**src/rtl/regfile.sv**
```systemverilog
// 32 x 32-bit RV32I integer register file. Two combinational read ports and
// one write port clocked on the rising edge. Register x0 always reads zero.
module regfile #(
  parameter int DATA_WIDTH = 32,
  parameter int ADDR_WIDTH = 5,
  parameter int NUM_REGS   = 32
) (
  input  logic                  clk,
  input  logic                  reset,
  input  logic                  chip_en,
  input  logic                  writeEnable,
  input  logic [ADDR_WIDTH-1:0] regNum0,
  output logic [DATA_WIDTH-1:0] dataOut0,
  input  logic [ADDR_WIDTH-1:0] regNum1,
  output logic [DATA_WIDTH-1:0] dataOut1,
  input  logic [ADDR_WIDTH-1:0] wRegNum,
  input  logic [DATA_WIDTH-1:0] wDataIn
);

  logic [DATA_WIDTH-1:0] reg_mem [0:NUM_REGS-1];
  logic                  writeHit;

  // A write needs the block enabled, the write strobe, and a non-x0 target.
  assign writeHit = chip_en && writeEnable && (wRegNum != '0);

  // reg_mem[0] is cleared by reset and never written, so it stays zero.
  always_ff @(posedge clk or posedge reset) begin
    if (reset) begin
      for (int i = 0; i < NUM_REGS; i++) begin
        reg_mem[i] <= '0;
      end
    end else if (writeHit) begin
      reg_mem[wRegNum] <= wDataIn;
    end
  end

  // Reads have no write bypass: a same-cycle write shows up after the edge.
  assign dataOut0 = (regNum0 == '0) ? '0 : reg_mem[regNum0];
  assign dataOut1 = (regNum1 == '0) ? '0 : reg_mem[regNum1];

endmodule

```
**config.mk**
```make
export PLATFORM = sky130hd
export DESIGN_NAME = regfile
export DESIGN_NICKNAME = d
export VERILOG_FILES = /design/src/rtl/regfile.sv
export SDC_FILE = /design/constraint.sdc
export NUM_CORES = 2
export LEC_CHECK = 0
export ABC_AREA = 0
export CAP_MARGIN = 20
export CORE_UTILIZATION = 37
export DETAILED_ROUTE_END_ITERATION = 8
export PLACE_DENSITY = 0.54
export SKIP_LAST_GASP = 1
export SLEW_MARGIN = 20
export SYNTH_ARGS = -nofsm -noshare
export SYNTH_HDL_FRONTEND = slang
export SYNTH_SLANG_ARGS = --single-unit
```
**constraint.sdc**
```tcl
create_clock -name clk -period 36.3 [get_ports clk]
set_clock_uncertainty 0.1 [all_clocks]
set_input_delay 3.63 -clock clk [delete_from_list [all_inputs] [get_ports clk]]
set_output_delay 3.63 -clock clk [all_outputs]
set_load 0.02 [all_outputs]
```
* Word level (Yosys, flattened, before mapping)
Cells that the tools add are included.
** Word-level totals
- Latch bits :: 0
- RAM bits :: 0
- Logic and storage cells :: 56
- Register bits :: 1024
- Memories :: 0
- Output and inout bits :: 64
- Input bits :: 51
- Memory bits (read-only) :: 0
** Cells by class
- Divide/modulo/power cells :: 0
- Add/subtract/negate cells :: 0
- Reductions and logical operators :: 6
- Bitwise gates (word level) :: 3
- Shifts and indexed selects :: 0
- Equality and inequality tests :: 0
- Multipliers :: 0
- Magnitude comparators :: 4
- Muxes and demuxes :: 11
** Operators with widths (count)
- bitwise mux 1024 bit :: 1
- binary-select mux 32 bit (select 5 bit) :: 2
- 2-to-1 mux 32 bit :: 7
- demux 32 bit (select 5 bit) :: 1
- greater-or-equal comparator 6 bit (second input constant) :: 3
- inverter 5 -> 6 bit :: 3
- logical NOT 5 bit :: 2
- < comparator 6 x 1 -> 1 bit (second input constant) :: 1
- nonzero test 5 bit :: 1
- logical AND 1 bit :: 3

* Logic depth before layout (Yosys ltp)
- Depth after elaboration :: 6
- Depth in mapped cells :: 10
- Mapped depth without buffers :: 4

* Worst setup path before layout
OpenSTA, ideal clock, no wires.
- Kind :: input to output
- Start :: input port regNum0[3]
- End :: output port dataOut0[0]
- Stages on the path :: 7
- Slack :: 26.849 ns
- Required time :: 32.570 ns
- Buffers on the path :: 3
- Arrival :: 5.721 ns
- Cell sequence :: buf_2 -> nor2b_1 -> buf_1 -> clkbuf_1 -> a22oi_1 -> o211a_1 -> a2111oi_0
** On the way
- Word-level cells in the longest chain between the ends :: 5
- Elaborated cells on any way between the ends :: 6
- Those cells by class :: mux (4); bitwise (1); reduce/logical (1)
** RTL lines
- from (decl) :: line 12 : input logic [ADDR_WIDTH-1:0] regNum0,
- inverter 5 -> 6 bit (not written as such) :: line 38 : assign dataOut0 = (regNum0 == '0) ? '0 : reg_mem[regNum0];
- binary-select mux 32 bit (select 5 bit) :: line 38
- 2-to-1 mux 32 bit (not written as such) (2 in a row) :: line 38
- 2-to-1 mux 32 bit * :: line 38
- to (decl) :: line 13 : output logic [DATA_WIDTH-1:0] dataOut0,
Mark *: on every way between the ends. The rest lies on a longest branch, timed or not. The select of a mux whose other input is x is not followed.

* Worst setup path after layout
- Start :: input port regNum1[1]
- End :: output port dataOut1[14]
** On the way
- Word-level cells in the longest chain between the ends :: 5
- Elaborated cells on any way between the ends :: 6
- Those cells by class :: mux (4); bitwise (1); reduce/logical (1)
** RTL lines
- from (decl) :: line 14 : input logic [ADDR_WIDTH-1:0] regNum1,
- inverter 5 -> 6 bit (not written as such) :: line 39 : assign dataOut1 = (regNum1 == '0) ? '0 : reg_mem[regNum1];
- binary-select mux 32 bit (select 5 bit) :: line 39
- 2-to-1 mux 32 bit (not written as such) (2 in a row) :: line 39
- 2-to-1 mux 32 bit * :: line 39
- to (decl) :: line 15 : output logic [DATA_WIDTH-1:0] dataOut1,
Marks and branches as above.

==> impl_metrics.json <==
{
  "regMostFlops": "reg_mem",
  "power.leakage_nw": 27.25,
  "power_density_nw_per_um2": 51.33,
  "synthAdderAreaFrac": 0,
  "reg_top3": "reg_mem x1024",
  "fin_cells": 5632,
  "timing.fmax_ghz": 0.08135,
  "post_cts_buffers": 0,
  "clkLatencyLatePin_ns": 0.72,
  "wl_per_cell_um": 33.52,
  "cts-root-buf": "clkbuf_16",
  "placed_area_um2": 57130,
  "gp_congestion": 0.7755,
  "ys_warn_count": 0,
  "drv_cap": 0,
  "synth_xor_area_frac": 0,
  "ctsHoldBuffers": 0,
  "vias_per_cell": 6.233,
  "largest_reg_flops": 1024,
  "grt_pass1_wl_um": 273200,
  "ys_seq_elements": 1024,
  "rsz0062_at_grt": "no",
  "drtIter0Drc": 2991,
  "tightest_slew_ns": 1.178,
  "clk_path_buf_depth": 3,
  "cts_tree": "built",
  "multiInputGateArea_um2": 27360,
  "timing.slew.headroom": 0.2145,
  "syn_to_final_growth_pct": 11.75,
  "cp.required_ns": 32.57,
  "vdd_drop_max_uv": 35.51,
  "core_area_um2": 146100,
  "numCtsBuffers": 114,
  "synth_top_family_by_area": "multiplexers",
  "synth_edf_count": 0,
  "muxShareOfSynthArea": 0.4193,
  "grt_use_total": 0.2555,
  "fin_crit_ns": 12.29,
  "finalWirelength_um": 188800,
  "start_util": 0.3738,
  "synth_nets": 3791,
  "drtAntennaViolNets": 0,
  "synth-compound-area-share": 0.05478,
  "drv_slew": 0,
  "layout-drive-gt1-share": 0.4417,
  "synth_area_um2": 54610,
  "syn_inst": 3740,
  "fin_nets": 3669,
  "ff_latch_area_um2": 25620,
  "worst_setup_path_end_kind": "output port",
  "die_y_um": 386.2,
  "clk_pin_slew_worst_paths_ns": 0.06,
  "ys.flop_type": "dfrtp_1",
  "dr_total_vias": 35106,
  "status": "finished clean",
  "worstSetupPathType": "in -> out",
  "top_level_ports": 115,
  "worst-path-max-fanout": 44,
  "nFillCells": 13500,
  "finalHoldViolCount": 0,
  "synth.distinct_cells": 46,
  "htree_levels": 3,
  "yosysSeqAreaShare": 0.4692,
  "drc": 0,
  "grt_max_degree": 114,
  "hp-class": "reg -> reg",
  "stdcell_area_um2": 61030,
  "syn_area_per_cell_um2": 14.60,
  "crit_path_start_kind": "primary input",
  "dr.pass1.iters": 5,
  "setup_viol": 0,
  "postLayoutCoreUtil": 0.4178,
  "antenna_found_initial": 10,
  "grt_remaining_overflow": 0,
  "grt_pass1_vias": 35885,
  "timing.setup.tns_ns": 0,
  "die_area_um2": 149100,
  "async_reset_ff_frac": 1.000,
  "clock_sinks": 1024,
  "post-dp-hpwl_um": 99710,
  "place_inst": 5418,
  "yosys.area_share.simple": 0.02030,
  "arrival_ns": 8.56,
  "post_cts_resized": 0,
  "port_buffers": 114,
  "finalCritPeriodShare": 0.3386,
  "rows": 140,
  "die_w_um": 386.2
}
cell families (layout without fill, tap and decap cells):
| logic type | Yosys count | after routing |
|---|---|---|
| AOI/OAI and AO/OA | 390 | 390 |
| buffers and inverters | 434 | 407 |
| muxes | 1697 | 1697 |
| and+or+nand+nor | 195 | 195 |
| DFF | 1024 | 1024 |
| other | 0 | 2 |
worst max-delay path: stages:
cell             delay (ns)
buf_8                  0.35
buf_4                  0.74
buf_4                  0.80
buf_4                  0.70
mux4_2                 0.34
nor2b_1                0.12
a211oi_1               0.07
nor4_1                 0.94
clkdlybuf4s50_1        0.77
synthesized netlist by cell type, drive strengths merged, types with 27 or more instances:
master      n  area (um^2)
a211oi     76        570.6
mux4      370         8333
a22oi      92        690.7
dfrtp    1024        25620
o221ai     27        236.5
a22o       47        411.6
nor4       32        200.2
nor3       27        135.1
buf       190         1069
clkbuf    242        912.1
mux2i     299         2993
mux2     1028        11580
nor2b      64        400.4
a21oi      47        235.2
o21ai      34        170.2
a2111oi    34        447.9
through the flow:
step	hold slack [ns]	power (mW)	setup WS [ns]
final	0.2955	3.133	24.01
after global routing	0.3130	3.259	23.75
after CTS	0.2987	3.157	23.93
after detailed placement	0.2833	1.935	23.96
after global placement	0.2844	1.926	23.70
after floorplan	0.3413	1.777	3.754
cell usage in the layout (no fill, tap or decap), types with 32 or more instances in the layout:
master,instances
clkbuf_16,119
nor2b_1,58
a21oi_1,47
mux4_2,370
a22o_1,47
mux2_2,895
dfrtp_1,1024
buf_4,77
clkdlybuf4s50_1,91
mux2i_1,299
a211oi_1,76
mux2_1,133
clkbuf_8,32
a22oi_1,92
power breakdown:
part           leakage [nW]  switching, mW  total [mW]  internal [mW]
Sequential             13.6          0.111        1.40           1.29
Clock                  1.95          0.494        1.22          0.722
Combinational          11.7          0.234       0.516          0.282
Total                  27.3          0.839        3.13           2.29
path summary, 6_finish.rpt:
kind,from,slack [ns],to,cells after the start
worst max-delay path,regNum1[1],24.01,dataOut1[14],9
worst min-delay path,reg_mem[1020],0.30,reg_mem[1020],0
worst max register to register,reg_mem[370],35.37,reg_mem[370],1
worst min register to register,reg_mem[1020],0.30,reg_mem[1020],0
max in group asynchronous,reset,28.69,reg_mem[559],6
min in group asynchronous,reset,3.32,reg_mem[761],2
cell type report:
| class | count | share of cell area |
|---|---|---|
| Multi-Input combinational cell | 2282 | 0.4483 |
| Sequential cell | 1024 | 0.4199 |
| Clock buffer | 173 | 0.05720 |
| Tap cell | 1917 | 0.03930 |
| Timing Repair Buffer | 194 | 0.02807 |
| Clock inverter | 38 | 0.006991 |
| Inverter | 2 | 0.0002460 |
| Antenna cell | 2 | 0.00008200 |
per-layer routing:
| metal | wire (um) | GRT usage | part of all wire |
|---|---|---|---|
| met1 | 85880 | 0.3717 | 0.45 |
| met5 | 69 | 0 | 0.00037 |
| met3 | 12580 | 0.04751 | 0.067 |
| met4 | 4940 | 0.07247 | 0.026 |
| met2 | 85310 | 0.3883 | 0.45 |
(Power assumes the default switching activity.)
==> variant: new RTL, same settings <==
Register the outputs `dataOut0` and `dataOut1`, cleared by the reset; this adds one clock of latency there.
--- a/src/rtl/regfile.sv
+++ b/src/rtl/regfile.sv
@@ -35,8 +35,15 @@
   end
 
   // Reads have no write bypass: a same-cycle write shows up after the edge.
-  assign dataOut0 = (regNum0 == '0) ? '0 : reg_mem[regNum0];
-  assign dataOut1 = (regNum1 == '0) ? '0 : reg_mem[regNum1];
+  always_ff @(posedge clk or posedge reset) begin
+    if (reset) begin
+      dataOut0 <= '0;
+      dataOut1 <= '0;
+    end else begin
+      dataOut0 <= (regNum0 == '0) ? '0 : reg_mem[regNum0];
+      dataOut1 <= (regNum1 == '0) ? '0 : reg_mem[regNum1];
+    end
+  end
 
 endmodule
 
Behaviour: not the same (a bounded check fails within 4 cycles, from zero or initial values and one cycle with reset high).
==> variant against the original RTL <==
  * Largest cell class is now registers
  * Final area grew 2.8%
  * Total power grew 4.9%
  * Sequential cell count grew 64
  * Routed wire length shrank 1.0%
  * Register-to-register slack lost 1400 ps
  * Synthesized area grew 2.5%
  * Non-clock buffer count grew 2
  * Worst setup slack gained 3500 ps
==> variant: results (changes against the original RTL) <==
Class of the tightest hold or removal check - flop to flop (unchanged)
Slowest cell on crit path - sky130_fd_sc_hd__buf_4 (was sky130_fd_sc_hd__nor4_1)
Largest registers ranked by flip-flop count - reg_mem (1024), dataOut0 (32), dataOut1 (32) (was reg_mem (1024))
Largest fanout of any net on the critical path - 59 (was 44)
Slew Limit Headroom - 24.0% (was 21.4%)
Dpl hpwl - 99100 um (was 99700 um)
CP arrival - 9290 ps (was 8560 ps)
Status - finished clean (unchanged)
First-pass GRT wire length - 272000 um (was 273000 um)
Sequential fraction of the synthesis area - 48.6% (was 46.9%)
Share of synthesized flip-flops with an asynchronous set or reset - 100% (unchanged)
Skew-Pair Late Insertion Delay - 760 ps (was 720 ps)
Placed Cells - 5480 (was 5418)
Worst vdd ir - 34.9 uV (was 35.5 uV)
Total number of vias - 34800 (was 35100)
Most frequent cells after synthesis - 1088 x sky130_fd_sc_hd__dfrtp_1, 1013 x sky130_fd_sc_hd__mux2_2, 423 x sky130_fd_sc_hd__mux4_2, 239 x sky130_fd_sc_hd__mux2i_1, 214 x sky130_fd_sc_hd__clkbuf_1 (was 1024 x sky130_fd_sc_hd__dfrtp_1, 895 x sky130_fd_sc_hd__mux2_2, 370 x sky130_fd_sc_hd__mux4_2, 299 x sky130_fd_sc_hd__mux2i_1, 241 x sky130_fd_sc_hd__clkbuf_1)
Global-route total usage across every layer - 24.7% (was 25.5%)
Netlist cell types - 44 (was 46)
Highest cell delay on the worst timing path - 840 ps (was 940 ps)
Via count of the first global-routing pass - 36000 (was 35900)
Leakage power - 27.9 nW (was 27.3 nW)
Cell types occupying the most area after synthesis - sky130_fd_sc_hd__dfrtp_1 49%, sky130_fd_sc_hd__mux2_2 20%, sky130_fd_sc_hd__mux4_2 17% (was sky130_fd_sc_hd__dfrtp_1 47%, sky130_fd_sc_hd__mux2_2 18%, sky130_fd_sc_hd__mux4_2 15%)
Layout cells sized above 1 - 48.5% (was 44.2%)
Number of instances in the synthesized netlist - 3691 (was 3740)
Final net count - 3640 (was 3669)
Setup fix buffers added after clock tree synthesis - 0 (unchanged)
Final RePlAce weighted congestion - 0.770 (was 0.776)
Dpl cell area - 0.0586 mm^2 (was 0.0571 mm^2)
Number of CTS-inserted buffers - 120 (was 114)
Maximum number of pins on one net before global-route repair - 175 (was 114)
Final cell count without fillers - 5706 (was 5632)
Routed length per placed instance - 32.7 um (was 33.5 um)
Detailed router's first-iteration violation count - 3157 (was 2991)
Worst setup timing slack at the placement stage - 25870 ps (was 23960 ps)
Initial antenna violation count - 7 (was 10)
Number of detailed-route iterations in the first pass - 8 (was 5)
## variant: path summary, 6_finish.rpt
path	start	end	slack (ps)	cells past startpoint
worst max-delay path	regNum0[0]	dataOut0[25]	27500	11
worst max register to register	reg_mem[526]	dataOut0[14]	33990	4
max in group asynchronous	reset	reg_mem[935]	28930	6
min in group asynchronous	reset	dataOut0[24]	3330	2
worst min register to register	reg_mem[1011]	reg_mem[1011]	300	0
worst min-delay path	reg_mem[1011]	reg_mem[1011]	300	0
## variant: layout make-up
class | instances | area (um^2)
Antenna cell | 3 | 7.51
Inverter | 3 | 18.8
Timing Repair Buffer | 196 | 1770
Fill cell | 13600 | 87200
Sequential cell | 1088 | 27200
Multi-Input combinational cell | 2180 | 27100
Clock inverter | 42 | 520
Tap cell | 2016 | 2520
Clock buffer | 178 | 3590
## variant: metal layers
| metal | GRT usage (%) | wire [um] | vias up | share of wire [%] |
|---|---|---|---|---|
| met5 | 0 | 24 | - | 0.013 |
| met4 | 7.37 | 5120 | 4 | 2.7 |
| met3 | 4.46 | 12300 | 271 | 6.6 |
| met2 | 37.6 | 85300 | 1228 | 46 |
| met1 | 35.8 | 84100 | 19300 | 45 |
| li1 | - | - | 14000 | - |
## variant: cell families after synthesis
logic type | synth area share, %
muxes | 42.0
and+or+nand+nor | 1.78
DFF | 48.6
buffers and inverters | 3.55
AOI/OAI and AO/OA | 4.06
## variant: where the power goes
part	leakage, nW	switching [W]	internal (W)
registers	14.4	0.000123	0.00137
clock network	2.04	0.000525	0.000752
logic	11.4	0.000223	0.000292
total	27.9	0.000871	0.00241
